**src/rtl/uart_rx_pkg.sv**
```systemverilog
// Shared UART definitions: receiver FSM states and framing constants common to TX and RX.
package uart_rx_pkg;

    localparam int unsigned UART_DATA_BITS = 8;
    localparam int unsigned UART_MIN_DIV   = 4;

    typedef enum logic [1:0] {
        StIdle,
        StStart,
        StData,
        StStop
    } uart_rx_state_t;

endpackage

```
**src/rtl/uart_rx_if.sv**
```systemverilog
// Register-file side of the UART receiver: baud setting, pop/clear controls, data and status.
interface uart_rx_if #(
    parameter int unsigned FIFO_DEPTH = 4,
    parameter int unsigned DIV_W      = 32
);
    localparam int unsigned CNT_W = $clog2(FIFO_DEPTH) + 1;

    logic [DIV_W-1:0] baud_divisor;
    logic             rd_en;
    logic             err_clr;
    logic [7:0]       rx_data;
    logic             rx_valid;
    logic [CNT_W-1:0] rx_count;
    logic             rx_done;
    logic             frame_err;
    logic             overrun;

    modport master (
        output baud_divisor, rd_en, err_clr,
        input  rx_data, rx_valid, rx_count, rx_done, frame_err, overrun
    );

    modport slave (
        input  baud_divisor, rd_en, err_clr,
        output rx_data, rx_valid, rx_count, rx_done, frame_err, overrun
    );

endinterface

```
**src/rtl/uart_rx_fifo.sv**
```systemverilog
// Show-ahead byte FIFO for received characters; pointers carry one extra wrap bit.
module uart_rx_fifo #(
    parameter int unsigned FIFO_DEPTH = 4
) (
    input  logic                         clk,
    input  logic                         reset,
    input  logic                         push,
    input  logic                         pop,
    input  logic [7:0]                   wr_data,
    output logic [7:0]                   rd_data,
    output logic [$clog2(FIFO_DEPTH):0]  count,
    output logic                         full,
    output logic                         empty
);
    localparam int unsigned AW = $clog2(FIFO_DEPTH);

    logic [7:0] mem [FIFO_DEPTH];
    logic [AW:0] wptr_q, rptr_q;
    logic do_push, do_pop;

    assign empty = (wptr_q == rptr_q);
    assign full  = (wptr_q[AW] != rptr_q[AW]) && (wptr_q[AW-1:0] == rptr_q[AW-1:0]);
    assign count = wptr_q - rptr_q;

    assign do_pop  = pop && !empty;
    // A pop in the same cycle frees the slot the push writes into.
    assign do_push = push && (!full || do_pop);

    assign rd_data = empty ? 8'h00 : mem[rptr_q[AW-1:0]];

    always_ff @(posedge clk or negedge reset) begin
        if (!reset) begin
            wptr_q <= '0;
            rptr_q <= '0;
        end else begin
            if (do_push) wptr_q <= wptr_q + 1'b1;
            if (do_pop)  rptr_q <= rptr_q + 1'b1;
        end
    end

    always_ff @(posedge clk) begin
        if (do_push) mem[wptr_q[AW-1:0]] <= wr_data;
    end

endmodule

```
**src/rtl/uart_rx.sv**
```systemverilog
// UART receiver: synchronizes rx_in, deframes 8N1 characters LSB first and buffers them.
module uart_rx
    import uart_rx_pkg::*;
#(
    parameter int unsigned FIFO_DEPTH = 4,
    parameter int unsigned DIV_W      = 32
) (
    input  logic     clk,
    input  logic     reset,
    input  logic     rx_in,
    uart_rx_if.slave bus
);
    localparam int unsigned BIT_W = $clog2(UART_DATA_BITS);

    logic rx_meta, rx_s, rx_prev;

    uart_rx_state_t            state_q;
    logic [DIV_W-1:0]          div_q;
    logic [DIV_W-1:0]          cnt_q;
    logic [BIT_W-1:0]          bit_idx_q;
    logic [UART_DATA_BITS-1:0] shift_q;
    logic                      rx_done_q, frame_err_q, overrun_q;

    logic fall_edge, div_ok, half_hit, bit_hit, stop_hit;
    logic push, pop, fifo_full, fifo_empty;

    always_ff @(posedge clk or negedge reset) begin
        if (!reset) begin
            rx_meta <= 1'b1;
            rx_s    <= 1'b1;
            rx_prev <= 1'b1;
        end else begin
            rx_meta <= rx_in;
            rx_s    <= rx_meta;
            rx_prev <= rx_s;
        end
    end

    assign fall_edge = rx_prev && !rx_s;
    assign div_ok    = bus.baud_divisor >= DIV_W'(UART_MIN_DIV);
    assign half_hit  = cnt_q == (div_q >> 1) - DIV_W'(1);
    assign bit_hit   = cnt_q == div_q - DIV_W'(1);
    assign stop_hit  = (state_q == StStop) && bit_hit;
    assign pop       = bus.rd_en && !fifo_empty;
    assign push      = stop_hit && rx_s && (!fifo_full || pop);

    always_ff @(posedge clk or negedge reset) begin
        if (!reset) begin
            state_q     <= StIdle;
            div_q       <= '0;
            cnt_q       <= '0;
            bit_idx_q   <= '0;
            shift_q     <= '0;
            rx_done_q   <= 1'b0;
            frame_err_q <= 1'b0;
            overrun_q   <= 1'b0;
        end else begin
            rx_done_q <= push;
            if (bus.err_clr) begin
                frame_err_q <= 1'b0;
                overrun_q   <= 1'b0;
            end
            // Flag sets below come later in the block, so they win over err_clr.
            case (state_q)
                StIdle: begin
                    if (fall_edge && div_ok) begin
                        div_q   <= bus.baud_divisor;
                        cnt_q   <= '0;
                        state_q <= StStart;
                    end
                end
                StStart: begin
                    if (half_hit) begin
                        if (rx_s) begin
                            state_q <= StIdle;
                        end else begin
                            cnt_q     <= '0;
                            bit_idx_q <= '0;
                            state_q   <= StData;
                        end
                    end else begin
                        cnt_q <= cnt_q + DIV_W'(1);
                    end
                end
                StData: begin
                    if (bit_hit) begin
                        shift_q   <= {rx_s, shift_q[UART_DATA_BITS-1:1]};
                        cnt_q     <= '0;
                        bit_idx_q <= bit_idx_q + 1'b1;
                        if (bit_idx_q == BIT_W'(UART_DATA_BITS - 1)) state_q <= StStop;
                    end else begin
                        cnt_q <= cnt_q + DIV_W'(1);
                    end
                end
                StStop: begin
                    if (bit_hit) begin
                        cnt_q   <= '0;
                        state_q <= StIdle;
                        if (!rx_s)      frame_err_q <= 1'b1;
                        else if (!push) overrun_q   <= 1'b1;
                    end else begin
                        cnt_q <= cnt_q + DIV_W'(1);
                    end
                end
                default: state_q <= StIdle;
            endcase
        end
    end

    uart_rx_fifo #(
        .FIFO_DEPTH(FIFO_DEPTH)
    ) u_fifo (
        .clk     (clk),
        .reset   (reset),
        .push    (push),
        .pop     (pop),
        .wr_data (shift_q),
        .rd_data (bus.rx_data),
        .count   (bus.rx_count),
        .full    (fifo_full),
        .empty   (fifo_empty)
    );

    assign bus.rx_valid  = !fifo_empty;
    assign bus.rx_done   = rx_done_q;
    assign bus.frame_err = frame_err_q;
    assign bus.overrun   = overrun_q;

endmodule

```
**src/flat_wrapper.sv**
```systemverilog
// flat-port wrapper written by rule: the top's interface ports become plain ports
module uart_rx_flat import uart_rx_pkg::*;
#(
    parameter int unsigned FIFO_DEPTH = 4,
    parameter int unsigned DIV_W      = 32
)
  (clk, reset, rx_in, bus_baud_divisor, bus_rd_en, bus_err_clr, bus_rx_data, bus_rx_valid, bus_rx_count, bus_rx_done, bus_frame_err, bus_overrun);
  uart_rx_if #(.FIFO_DEPTH(FIFO_DEPTH), .DIV_W(DIV_W)) bus_i ();
  input  logic clk;
  input  logic reset;
  input  logic rx_in;
  input wire logic [$bits(bus_i.baud_divisor)-1:0] bus_baud_divisor;
  input wire logic [$bits(bus_i.rd_en)-1:0] bus_rd_en;
  input wire logic [$bits(bus_i.err_clr)-1:0] bus_err_clr;
  output wire logic [$bits(bus_i.rx_data)-1:0] bus_rx_data;
  output wire logic [$bits(bus_i.rx_valid)-1:0] bus_rx_valid;
  output wire logic [$bits(bus_i.rx_count)-1:0] bus_rx_count;
  output wire logic [$bits(bus_i.rx_done)-1:0] bus_rx_done;
  output wire logic [$bits(bus_i.frame_err)-1:0] bus_frame_err;
  output wire logic [$bits(bus_i.overrun)-1:0] bus_overrun;
  assign bus_i.baud_divisor = bus_baud_divisor;
  assign bus_i.rd_en = bus_rd_en;
  assign bus_i.err_clr = bus_err_clr;
  assign bus_rx_data = bus_i.rx_data;
  assign bus_rx_valid = bus_i.rx_valid;
  assign bus_rx_count = bus_i.rx_count;
  assign bus_rx_done = bus_i.rx_done;
  assign bus_frame_err = bus_i.frame_err;
  assign bus_overrun = bus_i.overrun;
  uart_rx #(.FIFO_DEPTH(FIFO_DEPTH), .DIV_W(DIV_W)) u_core (.clk(clk), .reset(reset), .rx_in(rx_in), .bus(bus_i));
endmodule
```
**config.mk**
```make
export PLATFORM = sky130hd
export DESIGN_NAME = uart_rx_flat
export DESIGN_NICKNAME = d
export VERILOG_FILES = /design/src/rtl/uart_rx_pkg.sv /design/src/rtl/uart_rx_if.sv /design/src/rtl/uart_rx_fifo.sv /design/src/rtl/uart_rx.sv /design/src/flat_wrapper.sv
export SDC_FILE = /design/constraint.sdc
export NUM_CORES = 1
export LEC_CHECK = 0
export ABC_AREA = 0
export BUFFER_PORTS_ARGS = -buffer_cell sky130_fd_sc_hd__buf_2
export CAP_MARGIN = 10
export CELL_PAD_IN_SITES_DETAIL_PLACEMENT = 1
export CELL_PAD_IN_SITES_GLOBAL_PLACEMENT = 1
export CORE_MARGIN = 2
export CORE_UTILIZATION = 44
export CTS_CLUSTER_DIAMETER = 150
export CTS_CLUSTER_SIZE = 14
export DETAILED_ROUTE_END_ITERATION = 10
export GPL_ROUTABILITY_DRIVEN = 0
export PLACE_DENSITY_LB_ADDON = 0.1
export SLEW_MARGIN = 25
export SYNTH_ARGS = -nofsm -noshare
export SYNTH_HDL_FRONTEND = slang
export SYNTH_SLANG_ARGS = --single-unit
```
**constraint.sdc**
```tcl
create_clock -name clk -period 3.6 [get_ports clk]
set_input_delay 0.36 -clock clk [delete_from_list [all_inputs] [get_ports clk]]
set_output_delay 0.36 -clock clk [all_outputs]
set_load 0.01 [all_outputs]
```
Word-level counts from Yosys, hierarchy flattened
Memory sizes are Yosys's and may differ from the RTL's.
Index checks and enable logic that the tools add are counted.
W data, S select, Z words.
- input bits: 37
- bits in writable memories: 32
- bits in registers: 89
- memories kept: 1
- output and inout port bits: 15
- $add $sub $neg: 7
- reductions and logical operators: 22
- $lt $le $gt $ge: 1
- equal/unequal tests: 16
- multiplexer cells: 28
- memories (memory ; words ; bits a word ; rd ports ; clocked after Yosys merged registers in ; write ports ; RTL line ; RTL):
    u_core.u_fifo.mem ; 4 ; 8 ; 1 ; 0 ; 1 ; uart_rx_fifo.sv:17 ; logic [7:0] mem [FIFO_DEPTH];
- operators with widths (kind ; count):
    $mux W32 ; 4
    $pmux W32 S3 ; 1
    $eq A32 B32 Y1 ; 2
    $add A32 B1 Y32 const B ; 1
    $ge A32 B3 Y1 const B ; 1
    $sub A31 B1 Y32 const B ; 1
    $sub A32 B1 Y32 const B ; 1
    $mux W2 ; 6
    $mux W1 ; 11
    $ne A2 B1 Y1 const B ; 5
    $add A3 B1 Y3 const B ; 3
    $logic_and A1 B1 Y1 ; 9
    $mux W3 ; 3
    $mux W8 ; 1
    $pmux W2 S4 ; 1
    $pmux W3 S2 ; 1
    $reduce_and A2 Y1 ; 3
    $reduce_and A5 Y1 ; 1
    $eq A2 B2 Y1 const B ; 2
    $reduce_and A4 Y1 ; 1
    $eq A3 B3 Y1 ; 1
    $eq A3 B3 Y1 const B ; 1
    $logic_not A1 Y1 ; 3
    $ne A3 B3 Y1 const B ; 1
    9 further kinds ; 10

Logic depth before layout (Yosys ltp)
- depth in word-level cells: 9
- gate-level depth with buffers: 14
- depth with buffers taken out: 11

By module
From an unflattened synthesis, not the netlist that was laid out.
- cells, all modules: 848
- area, all modules: 8280.4 sq um
- modules (own cells, without submodules) (module ; area each (sq um) ; sequential area each (sq um) ; instances ; cells each):
    uart_rx ; 6615.1 ; 2080.7 ; 1 ; 753
    uart_rx_fifo ; 1665.3 ; 1111.1 ; 1 ; 95

Worst setup path after synthesis
OpenSTA, ideal clock, no wires.
- kind: flip-flop to flip-flop
- start point: register u_core.div_q[2]
- end point: register u_core.cnt_q[16]
- setup slack: 0.137 ns
- data required time: 3.474 ns
- buffers on the path: 2
- clock period less this slack: 3.463 ns
- arrival time: 3.337 ns
- stages on the path, launching flop included: 14
- cell sequence: dfrtp_1 -> inv_1 -> ha_1 -> nor3b_1 -> nand4_4 -> or3_1 -> a22o_1 -> or4_4 -> nor3_2 -> or2_2 -> buf_6 -> nand2_4 -> buf_6 -> a221o_1
- word-level cells in the longest chain between the ends: 4
- ends and longest elaborated chain (item ; RTL line ; RTL):
    from (decl) ; uart_rx.sv:18 ; logic [DIV_W-1:0] div_q;
    from (signal assigned) ; uart_rx.sv:67 ; div_q <= bus.baud_divisor;
    $sub A32 B1 Y32 or $sub A31 B1 Y32 (tied branches) ; uart_rx.sv:42, uart_rx.sv:41 ;
    $eq A32 B32 Y1, on equally long branches ; uart_rx.sv:42, uart_rx.sv:41 ;
    $mux W32 (tied with other cells) ; uart_rx.sv:86, uart_rx.sv:96 ;
    $pmux W32 S3 or $reduce_and A2 Y1 (tied branches) ; - ;
    to (signal assigned) ; uart_rx.sv:82 ; cnt_q <= cnt_q + DIV_W'(1);
    to (signal assigned) ; uart_rx.sv:92 ; cnt_q <= cnt_q + DIV_W'(1);
    to (signal assigned) ; uart_rx.sv:102 ; cnt_q <= cnt_q + DIV_W'(1);
    to (decl) ; uart_rx.sv:19 ; logic [DIV_W-1:0] cnt_q;
Parallel ways exist; a longest one is shown, timed or not.
A chain may end at the register's enable or synchronous reset.

Final worst setup path
- start point: register u_core.div_q[1]
- end point: register u_core.shift_q[0]
- word-level cells in the longest chain between the ends: 3
- ends and longest elaborated chain (item ; RTL line ; RTL):
    $sub A32 B1 Y32 ; uart_rx.sv:42 ; assign bit_hit = cnt_q == div_q - DIV_W'(1);
    $eq A32 B32 Y1 ; uart_rx.sv:42 ;
    $reduce_and A2 Y1 (no source line) ; - ;
    to (signal assigned) ; uart_rx.sv:87 ; shift_q <= {rx_s, shift_q[UART_DATA_BITS-1:1]};
    to (decl) ; uart_rx.sv:21 ; logic [UART_DATA_BITS-1:0] shift_q;
Every way passes these cells.

==> reports/results.tsv <==
stage	metric	value	unit
sta	Finish-stage setup viols	0	
die	CORE AREA	0.0180	sq mm
synth	Most used DFF post-synth	dfrtp_1	
final_layout	Layout Utilization	0.530	
critical_path	Crit path arrival time	3.85	ns
synth	adder-cell share of the synthesized area	0.0209	
critical_path	worst r2r path cells	12	
min_path	hold endpoint	u_core.rx_meta	
run_status	status	completed	
critical_path	critical path fanouts, max	9	
synth	fraction of the mapped netlist area in compound gates	0.126	
sta	Slew HR	0.518	
placed_design	DP Worst Slack	-0.226	ns
final_layout	# fillers	2023	
synth	Synth top area share	0.265	
synth	Syn Nets	876	
synth	Post-Synth Simple-Gate Area	0.222	
detailed_routing	post-route ant nets	0	
min_path	Hold Crit Class	in2reg	
placed_design	area post-placement	0.00877	sq mm
critical_path	reg2reg start	u_core.div_q[1]	
synth	Ys Warns	0	
die	# rows	49	
synth	count leader, synth	dfrtp_1	
sta	Final WS setup	0.0625	ns
power_and_ir_drop	P_leak	3.85	nW
die	Die W	140	um
detailed_routing	post-DR vias/cell	6.06	
sta	Layout Skew	0.0103	ns
cts	clk buf depth	2	
sta	Max Fclk	0.283	GHz
grt	largest net degree at the start of global routing	74	
detailed_routing	Via Count	6837	
power_and_ir_drop	Sequential Power Share	0.369	
synth	Post-synth EDFFs	32	
min_path	min-delay src	rx_in	
grt	initial antenna violation count	0	
synth	post-synthesis xor/xnor area fraction	0.0970	
power_and_ir_drop	internal power	3.14	mW
die	IO Pins	52	
synth	Mapped Cells	826	
placed_design	hpwl dp	18.3	mm
sta	final hold slack	0.0327	ns
synth	synth cell count leaders	dfrtp_1 (86), nand2_1 (66), xnor2_1 (63)	
power_and_ir_drop	combinational fraction of design power	0.285	
sta	Slew @ Worst Pin	0.723	ns
sta	Final Slew Violations	0	
sta	Fin. Hold Viols	0	
final_layout	Syn-to-layout area delta	17.7	%
grt	total grt overflow	0	
detailed_routing	Routed WL	24.9	mm
sta	period utilization	0.983	
critical_path	R2R Setup Slk	0.06	ns
synth	mux cell area share after synthesis	0.0855	
synth	Syn Std Cell Area	0.00812	sq mm
cts	CTS tree	built	
final_layout	Final Instance Area	0.00956	sq mm
grt	first-pass GRT wire length	39.6	mm
detailed_routing	DR WL/cell	22.1	um
flow_run	Max Cap Violations	0	
die	Initial Utilization	0.451	
cts	clk root buf	clkbuf_16	
critical_path	CP Launch Type	register	
power_and_ir_drop	peak supply drop	305	uV
power_and_ir_drop	reported net switching power	1.70	mW
min_path	hold path depth	1	
grt	GRT Util Overall	0.259	
synth	leading area contributor after synthesis	dfrtp_1	
cts	H-tree levels	4	
critical_path	Crit. End Element	register	
synth	Seq/Total Area, Yosys	0.393	
synth	synthesized area per cell	9.83	sq um
cts	Sink Count	121	
cts	clock buffer count from CTS	17	
power_and_ir_drop	sw frac	0.351	
cts	worst-skew pair later-pin latency	0.44	ns
power_and_ir_drop	Clock Power Share	0.346	
final_layout	ANT cells	0	
power_and_ir_drop	pwr dens	506	mW/mm^2
detailed_routing	Post-route DRC	0	
critical_path	Req. time, crit path	3.91	ns
placed_design	Buffers on Ports	51	
synth	post-synthesis register bit count	121	
final_layout	share of cells above drive strength 1	0.274	
synth	synth top area cells	dfrtp_1 (26%), edfxtp_1 (12%), xnor2_1 (6.8%)	
cts	CTS clk-pin slew, worst paths	0.06	ns
detailed_routing	Detailed Route Iter0 Violations	484	
synth	Async SR Flop Fraction	0.736	
sta	setup TNS	0	ns
critical_path	Critical R2R Capture	u_core.shift_q[0]	
detailed_routing	DR pass1 iterations	6	
die	DIE AREA	0.0196	sq mm
critical_path	Setup CP Type	reg2reg	
synth	largest family of logic cells by synthesized area	simple AND/OR/NAND/NOR gates	
sta	min Tclk post-route	3.54	ns
synth	Netlist cell types	76	
grt	vias in the first global route	7033	
final_layout	nets	937	
die	Die Ht	140	um
## how the worst max path moves through the flow
stage                     startpoint  depth (start not counted)                       to  slack (ns)
finish               u_core.div_q[1]                         12        u_core.shift_q[0]        0.06
CTS                  u_core.div_q[3]                         12  u_core.u_fifo.mem[0][1]        0.01
detailed placement   u_core.div_q[1]                         13  u_core.u_fifo.mem[1][0]       -0.23
global placement     u_core.div_q[1]                         13  u_core.u_fifo.mem[0][1]       -0.17
floorplan            u_core.div_q[2]                         13         u_core.cnt_q[16]        0.14
global route        u_core.div_q[19]                         10         u_core.cnt_q[27]      -0.008
## cell families after synthesis
logic type | count (synthesis)
and+or+nand+nor | 308
AOI/OAI and AO/OA | 144
DFF | 121
buffers and inverters | 96
xor gates and xnor gates | 90
muxes | 54
adders and majority gates | 13
## sequential cells by signal (all words and copies together) (netlist names), named ones only
register and flops:
u_core.cnt_q 32, u_core.div_q 32, u_core.u_fifo.mem 32, u_core.shift_q 8, u_core.bit_idx_q 3, u_core.u_fifo.rptr_q 3
u_core.u_fifo.wptr_q 3, u_core.bus.frame_err 1, u_core.bus.overrun 1, u_core.bus.rx_done 1, u_core.rx_meta 1, u_core.rx_prev 1
u_core.rx_s 1, u_core.state_q 1
## cells in the final DEF, fill, tap and decap left out, drive strengths merged, types with 7 or more instances in the layout
cell	Yosys	layout
buf	38	116
dfrtp	86	86
nand2	67	67
xnor2	63	63
nor2	49	49
mux2	43	43
nor4	37	37
edfxtp	32	32
nand3	28	28
xor2	27	27
inv	21	27
a21oi	25	25
o21ai	25	25
nand4	22	22
nor3	19	19
clkbuf	37	18
and2	17	17
a211oi	14	14
a211o	12	12
ha	12	12
a21o	10	10
or3	10	10
a221o	9	9
mux4	8	8
a31oi	8	8
or2	8	8
nor4b	8	8
nor2b	7	7
o211ai	7	7
## per-layer routing
metal | vias to the layer above | GRT usage | share of wire
met5 | - | 0 | 0
met4 | 0 | 0.0826 | 0.022
met3 | 39 | 0.0499 | 0.047
met2 | 161 | 0.414 | 0.48
met1 | 3491 | 0.357 | 0.45
li1 | 3146 | - | -
## through the flow
stage / instances / power [mW]
2_1_floorplan: 826 / 2.65
3_3_place_gp: 1089 / 3.07
3_5_place_dp: 1089 / 3.12
4_1_cts: 1121 / 4.83
5_1_grt: 1129 / 5.09
6_report: 1129 / 4.84
## layout make-up
class | instances | area [sq um] | area share
clock buffers | 18 | 429 | 0.0449
well taps | 229 | 287 | 0.0300
repair buffers | 117 | 797 | 0.0834
inverters | 21 | 78.8 | 0.00825
clock inverters | 14 | 138 | 0.0144
flip-flops and latches | 121 | 3190 | 0.334
multi-input cells | 609 | 4640 | 0.485
## power groups by stage
stage               registers (mW)  logic [mW]  clock network, mW
global route                  1.81        1.50               1.77
global placement              1.79        1.28                  0
finish                        1.79        1.38               1.67
detailed placement            1.80        1.31                  0
floorplan                     1.60        1.05                  0
CTS                           1.79        1.33               1.71
## worst max-delay path, stage by stage (launching register included)
cell,delay (ns)
dfrtp_1,0.38
inv_1,0.12
ha_4,0.18
nor4b_2,0.23
buf_4,0.18
nand4_1,0.25
nor4_2,0.28
xnor2_1,0.21
nand4_1,0.14
nor4b_1,0.41
nand4_1,0.24
or3_4,0.45
mux2_1,0.35
## what timing repair did
item	CTS	global route
hold buffers	0	1
resized for setup	15	21
buffers inserted	0	7
endpoints found under the hold margin	0	1
setup endpoints to repair	56	77
cloned	0	0
pin swaps	0	5
Power figures use the tool's default switching activity.
